### src/rtl/gnrl_pipe_arb_if.sv
// gnrl_pipe_arb_if
//   Bundle of the N requester valid/ready/data channels and the single
//   downstream valid/ready/data/id channel of gnrl_pipe_arb.
//   modport slave  : the arbiter side (consumes requests, produces the beat).
//   modport master : the environment side (produces requests, consumes beat).
// Parameters
//   N  : number of requesters (2..8)
//   DW : payload width per requester
//   IW : width of o_id, 2**IW >= N
interface gnrl_pipe_arb_if #(
  parameter int N  = 2,
  parameter int DW = 32,
  parameter int IW = 1
);
  logic [N-1:0]    i_vld;
  logic [N-1:0]    i_rdy;
  logic [N*DW-1:0] i_dat;
  logic            o_vld;
  logic            o_rdy;
  logic [DW-1:0]   o_dat;
  logic [IW-1:0]   o_id;

  modport master (
    output i_vld, i_dat, o_rdy,
    input  i_rdy, o_vld, o_dat, o_id
  );

  modport slave (
    input  i_vld, i_dat, o_rdy,
    output i_rdy, o_vld, o_dat, o_id
  );
endinterface

### src/rtl/gnrl_pipe_arb.sv
// gnrl_pipe_arb
//   N-to-1 valid/ready arbiter feeding a one-entry registered output stage.
//   At most one requester is granted per cycle; its payload and index are
//   captured into the output register. The register drains on o_vld & o_rdy
//   and may refill in the same cycle (one beat per cycle sustained).
// Ports
//   clk   : clock, rising edge
//   rst_n : asynchronous active-low reset
//   bus   : gnrl_pipe_arb_if.slave
//           i_vld[N], i_rdy[N], i_dat[N*DW]  requester side
//           o_vld, o_rdy, o_dat[DW], o_id[IW] downstream side
// Configuration
//   GNRL_ARB_RR_EN defined   : round-robin arbitration with a rotating
//                              priority pointer.
//   GNRL_ARB_RR_EN undefined : fixed priority, index 0 highest.
module gnrl_pipe_arb #(
  parameter int N  = 2,
  parameter int DW = 32,
  parameter int IW = 1
) (
  input  logic           clk,
  input  logic           rst_n,
  gnrl_pipe_arb_if.slave bus
);

  // First set bit of vld, scanning upward from start and wrapping at N
  // (not at 2**IW). The inner loop keeps all indexing constant.
  function automatic logic [N-1:0] rr_pick(input logic [N-1:0] vld,
                                           input logic [IW-1:0] start);
    logic [N-1:0] g;
    logic         done;
    int           pos;
    g    = '0;
    done = 1'b0;
    for (int j = 0; j < N; j++) begin
      pos = int'(start) + j;
      if (pos >= N) begin
        pos = pos - N;
      end
      for (int k = 0; k < N; k++) begin
        if (!done && (k == pos) && vld[k]) begin
          g[k] = 1'b1;
          done = 1'b1;
        end
      end
    end
    return g;
  endfunction

  // Binary index of a one-hot (or zero) grant vector.
  function automatic logic [IW-1:0] gnt_index(input logic [N-1:0] g);
    logic [IW-1:0] id;
    id = '0;
    for (int k = 0; k < N; k++) begin
      if (g[k]) begin
        id = IW'(k);
      end
    end
    return id;
  endfunction

  logic          vld_r;
  logic [DW-1:0] dat_r;
  logic [IW-1:0] id_r;
  logic [IW-1:0] ptr;

  logic [N-1:0]  gnt_s;
  logic [IW-1:0] gnt_id_s;
  logic [DW-1:0] sel_dat_s;
  logic          drain_s;
  logic          room_s;
  logic          acc_s;

  assign drain_s  = vld_r & bus.o_rdy;
  assign room_s   = ~vld_r | drain_s;
  assign gnt_s    = rr_pick(bus.i_vld, ptr);
  assign gnt_id_s = gnt_index(gnt_s);
  // gnt_s is a subset of i_vld, so a grant with room is an accept.
  assign acc_s    = (|gnt_s) & room_s;

  // Ready is deliberately not registered: it follows o_rdy in the same cycle.
  assign bus.i_rdy = gnt_s & {N{room_s}};

  // Payload mux selecting the granted requester slice.
  always_comb begin
    sel_dat_s = '0;
    for (int k = 0; k < N; k++) begin
      if (gnt_s[k]) begin
        sel_dat_s = bus.i_dat[k*DW +: DW];
      end else begin
        sel_dat_s = sel_dat_s;
      end
    end
  end

  // Output stage: accept wins over drain so a same-cycle refill stays valid.
  always_ff @(posedge clk or negedge rst_n) begin
    if (!rst_n) begin
      vld_r <= 1'b0;
      dat_r <= '0;
      id_r  <= '0;
    end else if (acc_s) begin
      vld_r <= 1'b1;
      dat_r <= sel_dat_s;
      id_r  <= gnt_id_s;
    end else if (drain_s) begin
      vld_r <= 1'b0;
    end else begin
      vld_r <= vld_r;
    end
  end

`ifdef GNRL_ARB_RR_EN
  // Priority pointer: moves past the winner only on a real accept, so a
  // grant stalled by a full output stage does not rotate.
  always_ff @(posedge clk or negedge rst_n) begin
    if (!rst_n) begin
      ptr <= '0;
    end else if (acc_s) begin
      if (gnt_id_s == IW'(N-1)) begin
        ptr <= '0;
      end else begin
        ptr <= gnt_id_s + IW'(1);
      end
    end else begin
      ptr <= ptr;
    end
  end
`else
  // Fixed priority: scan always starts at requester 0.
  assign ptr = '0;
`endif

  assign bus.o_vld = vld_r;
  assign bus.o_dat = dat_r;
  assign bus.o_id  = id_r;

endmodule

### src/flat_wrapper.sv
// flat-port wrapper written by rule: the top's interface ports become plain ports
module gnrl_pipe_arb_flat 
#(
  parameter int N  = 2,
  parameter int DW = 32,
  parameter int IW = 1
)
  (clk, rst_n, bus_i_vld, bus_i_dat, bus_o_rdy, bus_i_rdy, bus_o_vld, bus_o_dat, bus_o_id);
  gnrl_pipe_arb_if #(.N(N), .DW(DW), .IW(IW)) bus_i ();
  input  logic clk;
  input  logic rst_n;
  input wire logic [$bits(bus_i.i_vld)-1:0] bus_i_vld;
  input wire logic [$bits(bus_i.i_dat)-1:0] bus_i_dat;
  input wire logic [$bits(bus_i.o_rdy)-1:0] bus_o_rdy;
  output wire logic [$bits(bus_i.i_rdy)-1:0] bus_i_rdy;
  output wire logic [$bits(bus_i.o_vld)-1:0] bus_o_vld;
  output wire logic [$bits(bus_i.o_dat)-1:0] bus_o_dat;
  output wire logic [$bits(bus_i.o_id)-1:0] bus_o_id;
  assign bus_i.i_vld = bus_i_vld;
  assign bus_i.i_dat = bus_i_dat;
  assign bus_i.o_rdy = bus_o_rdy;
  assign bus_i_rdy = bus_i.i_rdy;
  assign bus_o_vld = bus_i.o_vld;
  assign bus_o_dat = bus_i.o_dat;
  assign bus_o_id = bus_i.o_id;
  gnrl_pipe_arb #(.N(N), .DW(DW), .IW(IW)) u_core (.clk(clk), .rst_n(rst_n), .bus(bus_i));
endmodule
### config.mk
export PLATFORM = sky130hd
export DESIGN_NAME = gnrl_pipe_arb_flat
export DESIGN_NICKNAME = d
export VERILOG_FILES = /design/src/rtl/gnrl_pipe_arb_if.sv /design/src/rtl/gnrl_pipe_arb.sv /design/src/flat_wrapper.sv
export SDC_FILE = /design/constraint.sdc
export NUM_CORES = 1
export LEC_CHECK = 0
export ABC_CLOCK_PERIOD_IN_PS = 1400
export CORE_MARGIN = 4
export CORE_UTILIZATION = 30
export CTS_CLUSTER_SIZE = 10
export DETAILED_ROUTE_END_ITERATION = 6
export DONT_BUFFER_PORTS = 1
export GPL_ROUTABILITY_DRIVEN = 0
export GPL_TIMING_DRIVEN = 0
export MAX_ROUTING_LAYER = met4
export PLACE_DENSITY = 0.56
export RECOVER_POWER = 100
export SETUP_SLACK_MARGIN = 0.5
export SYNTH_ARGS = -nofsm -noshare
export SYNTH_HDL_FRONTEND = slang
export SYNTH_SLANG_ARGS = --single-unit
### constraint.sdc
create_clock -name clk -period 1.4 [get_ports clk]
set_clock_uncertainty 0.2 [all_clocks]
set_input_delay 0.28 -clock clk [delete_from_list [all_inputs] [get_ports clk]]
set_output_delay 0.28 -clock clk [all_outputs]
set_load 0.01 [all_outputs]
**Word level (Yosys, flattened, before mapping)**

Cells that the tools add are included.

- Bitwise gates (word level): 5
- Multiplexer cells: 7
- Reductions and logical operators: 4

Operator list:

| operator | count |
|---|---|
| $mux 32 | 2 |
| $mux 1 | 5 |
| $and 1x1->1 | 2 |
| $and 2x2->2 | 1 |
| $reduce_bool 2->1 | 1 |
| $reduce_or 2->1 | 1 |
| $logic_and 1x1->1 | 1 |
| $logic_not 1->1 | 1 |
| $not 1->1 | 1 |
| $or 1x1->1 | 1 |

- Flip-flop bits (word level): 34
- Output and inout bits: 36

**Longest topological paths before layout**

- Depth after elaboration: 7
- Depth in mapped cells: 6

**Least setup slack after synthesis**

OpenSTA, ideal clock, no wires.

- Kind: register to output
- Start: reg u_core.vld_r, in the netlist u_core.bus.o_vld
- End: out bus_i_rdy[1]
- Required time: 0.920 ns
- Path buffers: 2
- Arrival: 1.228 ns
- Stages on the path, launching flop included: 5
- Slack: -0.308 ns
- Cells stage by stage: dfrtp_1 nor2b_1 buf_2 clkbuf_1 nor3b_1

- Word-level cells in the longest chain between the ends: 3
- Elaborated cells on any way between the ends: 4
- Classes of those cells: bitwise (4)

Ends and longest elaborated chain:

| what | RTL line | RTL |
|---|---|---|
| from (decl) | gnrl_pipe_arb.sv:62 | `logic vld_r;` |
| from (signal assigned) | gnrl_pipe_arb.sv:109 | `vld_r <= vld_r;` |
| $and 1x1->1 / $not 1->1 (equally long branches) | gnrl_pipe_arb.sv:74, gnrl_pipe_arb.sv:75 |  |
| $or 1x1->1 (*) | gnrl_pipe_arb.sv:75 | `assign room_s = ~vld_r \| drain_s;` |
| $and 2x2->2 (*) | gnrl_pipe_arb.sv:82 | `assign bus.i_rdy = gnt_s & {N{room_s}};` |
| to (decl) | flat_wrapper.sv:15 | `output wire logic [$bits(bus_i.i_rdy)-1:0] bus_i_rdy;` |

Mark *: on every way between the ends. The rest lies on a longest branch, timed or not.

**Final worst setup path**

Ends and elaborated chain as after synthesis.

==> results.md <==
- Clock Tree Root: clkbuf_8
- Antenna diode count: 0
- WHS: -0.5165 ns
- Synth async-reset ratio: 100.0%
- Worst endpoint required time: 0.92 ns
- Share of layout cells above drive strength 1: between 20% and 30%
- Worst-margin pin slew: roughly 0.57 ns
- # rows: 28
- Vias in the first global route: about 1.8k
- Dpl hpwl: ~4.7 mm
- Avg Cell Area, Syn: around 12 µm²
- Internal power: around 1900 µW
- Net Sw Frac: between 30% and 40%
- Top cells by area, synth: dfrtp_1, a221o_1, a32o_1, nor2b_1, and2b_1
- Psw: 839.7 µW
- Post-route ant nets: 0
- I/O pins: 105
- DRT Pass-1 Iters: 6
- Largest buffer count on any clock path: 2
- Comb pwr share: between 20% and 30%
- Fmax: 544.3 MHz
- Core area: between 6000 and 7000 µm²
- Synth top cells by count: dfrtp_1, a221o_1, a32o_1
- Cell family with most CP delay: flip-flops
- Die height: 88.20 µm
- Clk pwr share: between 20% and 30%
- Crit path cell chain: nor2b_4, buf_6, buf_8, nor3b_4
- Final WS setup: -0.4373 ns
- Initial DRC Count: 138
- Largest net degree at the start of global routing: 35
- Cell Count, Final, Fillers Out: ~270
- Final Max Tran Viols: 0
- Fin crit period: around 1.8 ns
- Top-count cell post-synth: dfrtp_1
- CP max stage delay: about 0.46 ns
- Crit start category: flip-flop
- Max Cap Violations: 0
- Setup crit end kind: primary output
- Slowest CP cell: dfrtp_2
- Warnings from Yosys: 0
- Worst-skew pair later-pin latency: between 0.2 and 0.3 ns
- Sequential fraction of the synthesis area: between 40% and 50%
- H-tree depth: 2
- Post-synth top area share: 44.10%
- CTS Sinks: 34
- Maximum VDD drop: 0.5495 mV
- EDFF count, synth: 0
- Pleak: around 0.0010 µW
- Hold Path Class: primary input to asynchronous set/reset pin
- Starting Density: around a third
- Cell taking the most area after synthesis: dfrtp_1
- CP bufs+invs: 2
- I/O Buffers: 0
- Worst Path Arrival: 1.36 ns
- Crit path max fanout: 4
- Initial antenna violation count: 0
- Area Growth Syn to Fin: 28.92%
- RSZ-0062 raised after global routing: true
- Syn Nets: roughly 230
- Power share of the sequential group: between 50% and 60%
- Slew headroom: between 60% and 70%
- Count of different cell masters after synthesis: 18
- GRT Util Overall: 17.62%
- Status: complete, but fails checks
- Final #Nets: between 200 and 300
- Post-Syn Area: 1929 µm²
- Drt drc: 0
- Post-Synthesis Cells: ~160
- Grt ovf: 0
- Dpl cells: about 240
- First-pass GRT wire length: roughly 10 mm
- CTS Buf Count: 5
- Period utilization: 131.2%
- Power density cells: ~1100 nW/µm²
- Fill count: slightly below 600
- Pre-CTS setup slack: -0.3623 ns
- WS Path Type: flip-flop to primary output
- Total Wirelength: between 6 and 7 mm
- Register clock-pin slew on the reported worst setup and hold paths: roughly 0.07 ns
- CTS tree: yes
- Die area: ~7800 µm²
- #FFs+latches synth: 34
- Failing checks: negative hold slack, negative setup slack
- Final hold violation count: 66
- Via count: between 1.5k and 2k
- WL per Instance: 25.31 µm
- # setup viols final: 36
- Chip width: a little under 90 µm
- Via density per instance: ~6.4
- Top FF cell, synth: dfrtp_1
[state kept, by name, indices dropped and copies added (netlist names)]
register and count:
u_core.bus.o_dat 32, u_core.bus.o_id 1, u_core.bus.o_vld 1
[layout by cell type (no fill, tap or decap), drive strengths merged]
cell    netlist  routed
a21oi         1       1
a221o        31      31
a31oi         2       2
a32o         31      31
and2          1       1
and2b        14      14
and3b         1       1
buf          16      35
clkbuf        7      14
clkinv        0       1
dfrtp        34      34
nand2b        1       1
nor2          2       2
nor2b        19      19
nor3b         1       1
o21ai         1       1
or3           1       1
[cell type report]
cell class / instances / area (µm²) / area share, %
repair buffers: 19 / 262.8 / 10.56
plain buffers: 23 / 220.2 / 8.853
flip-flops and latches: 34 / 855.8 / 34.41
clock inverters: 1 / 5.005 / 0.2012
well taps: 75 / 93.84 / 3.773
clock buffers: 7 / 86.33 / 3.471
multi-input cells: 106 / 963.4 / 38.73
[routing by layer]
| layer | track usage [%] | wire, µm | vias up |
|---|---|---|---|
| met5 | - | 0 | - |
| met3 | 6.303 | 654 | 14 |
| met2 | 28.76 | 3424 | 104 |
| li1 | - | - | 715 |
| met1 | 19.79 | 2511 | 867 |
| met4 | 6.456 | 116 | 0 |
[power groups by stage]
stage	clock network, µW	registers [µW]	logic [µW]
global placement	0	1370	431
detailed placement	0	1390	458
floorplan	0	1330	377
global route	807	1390	649
finish	756	1370	606
CTS	768	1370	575
[per-stage QoR]
stage | hold slack, ns | power (µW) | cell area, µm² | util [%] | TNS [ns]
final | -0.5165 | 2735 | 2487 | 40.80 | -13.47
after global routing | -0.5309 | 2850 | 2487 | 40.80 | -14.89
after CTS | -0.5221 | 2717 | 2417 | 39.66 | -13.43
after detailed placement | -0.2147 | 1847 | 2048 | 33.60 | -9.924
after global placement | -0.2144 | 1805 | 2048 | 33.60 | -8.378
after floorplan | -0.2156 | 1703 | 1954 | - | -4.936
[logic make-up after synthesis]
group,Yosys count,synth area share [%]
AOI/OAI and AO/OA,66,33.33
buffers and inverters,23,8.236
DFF,34,44.10
and+or+nand+nor,40,14.33
[worst paths after layout]
| kind | from | to | slack, ns | cells after the start |
|---|---|---|---|---|
| hold / removal | rst_n | u_core.bus.o_dat[13] | -0.52 | 0 |
| max in group asynchronous | rst_n | u_core.bus.o_dat[24] | 1.43 | 0 |
| setup / recovery | u_core.bus.o_vld | bus_i_rdy[1] | -0.44 | 4 |
| setup reg to reg | u_core.bus.o_vld | u_core.bus.o_dat[11] | -0.42 | 7 |
| min in group clk | bus_i_dat[6] | u_core.bus.o_dat[6] | -0.06 | 1 |
| hold reg to reg | u_core.bus.o_id | u_core.bus.o_id | 0.39 | 2 |
[what timing repair did]
action                                 4_1_cts  5_1_grt
cloned                                       4        1
gates resized for setup                     28       22
endpoints found under the hold margin       66       66
setup endpoints to repair                   70       70
buffers inserted                            14        0
pin swaps                                   19        6
Power figures use the tool's default switching activity.
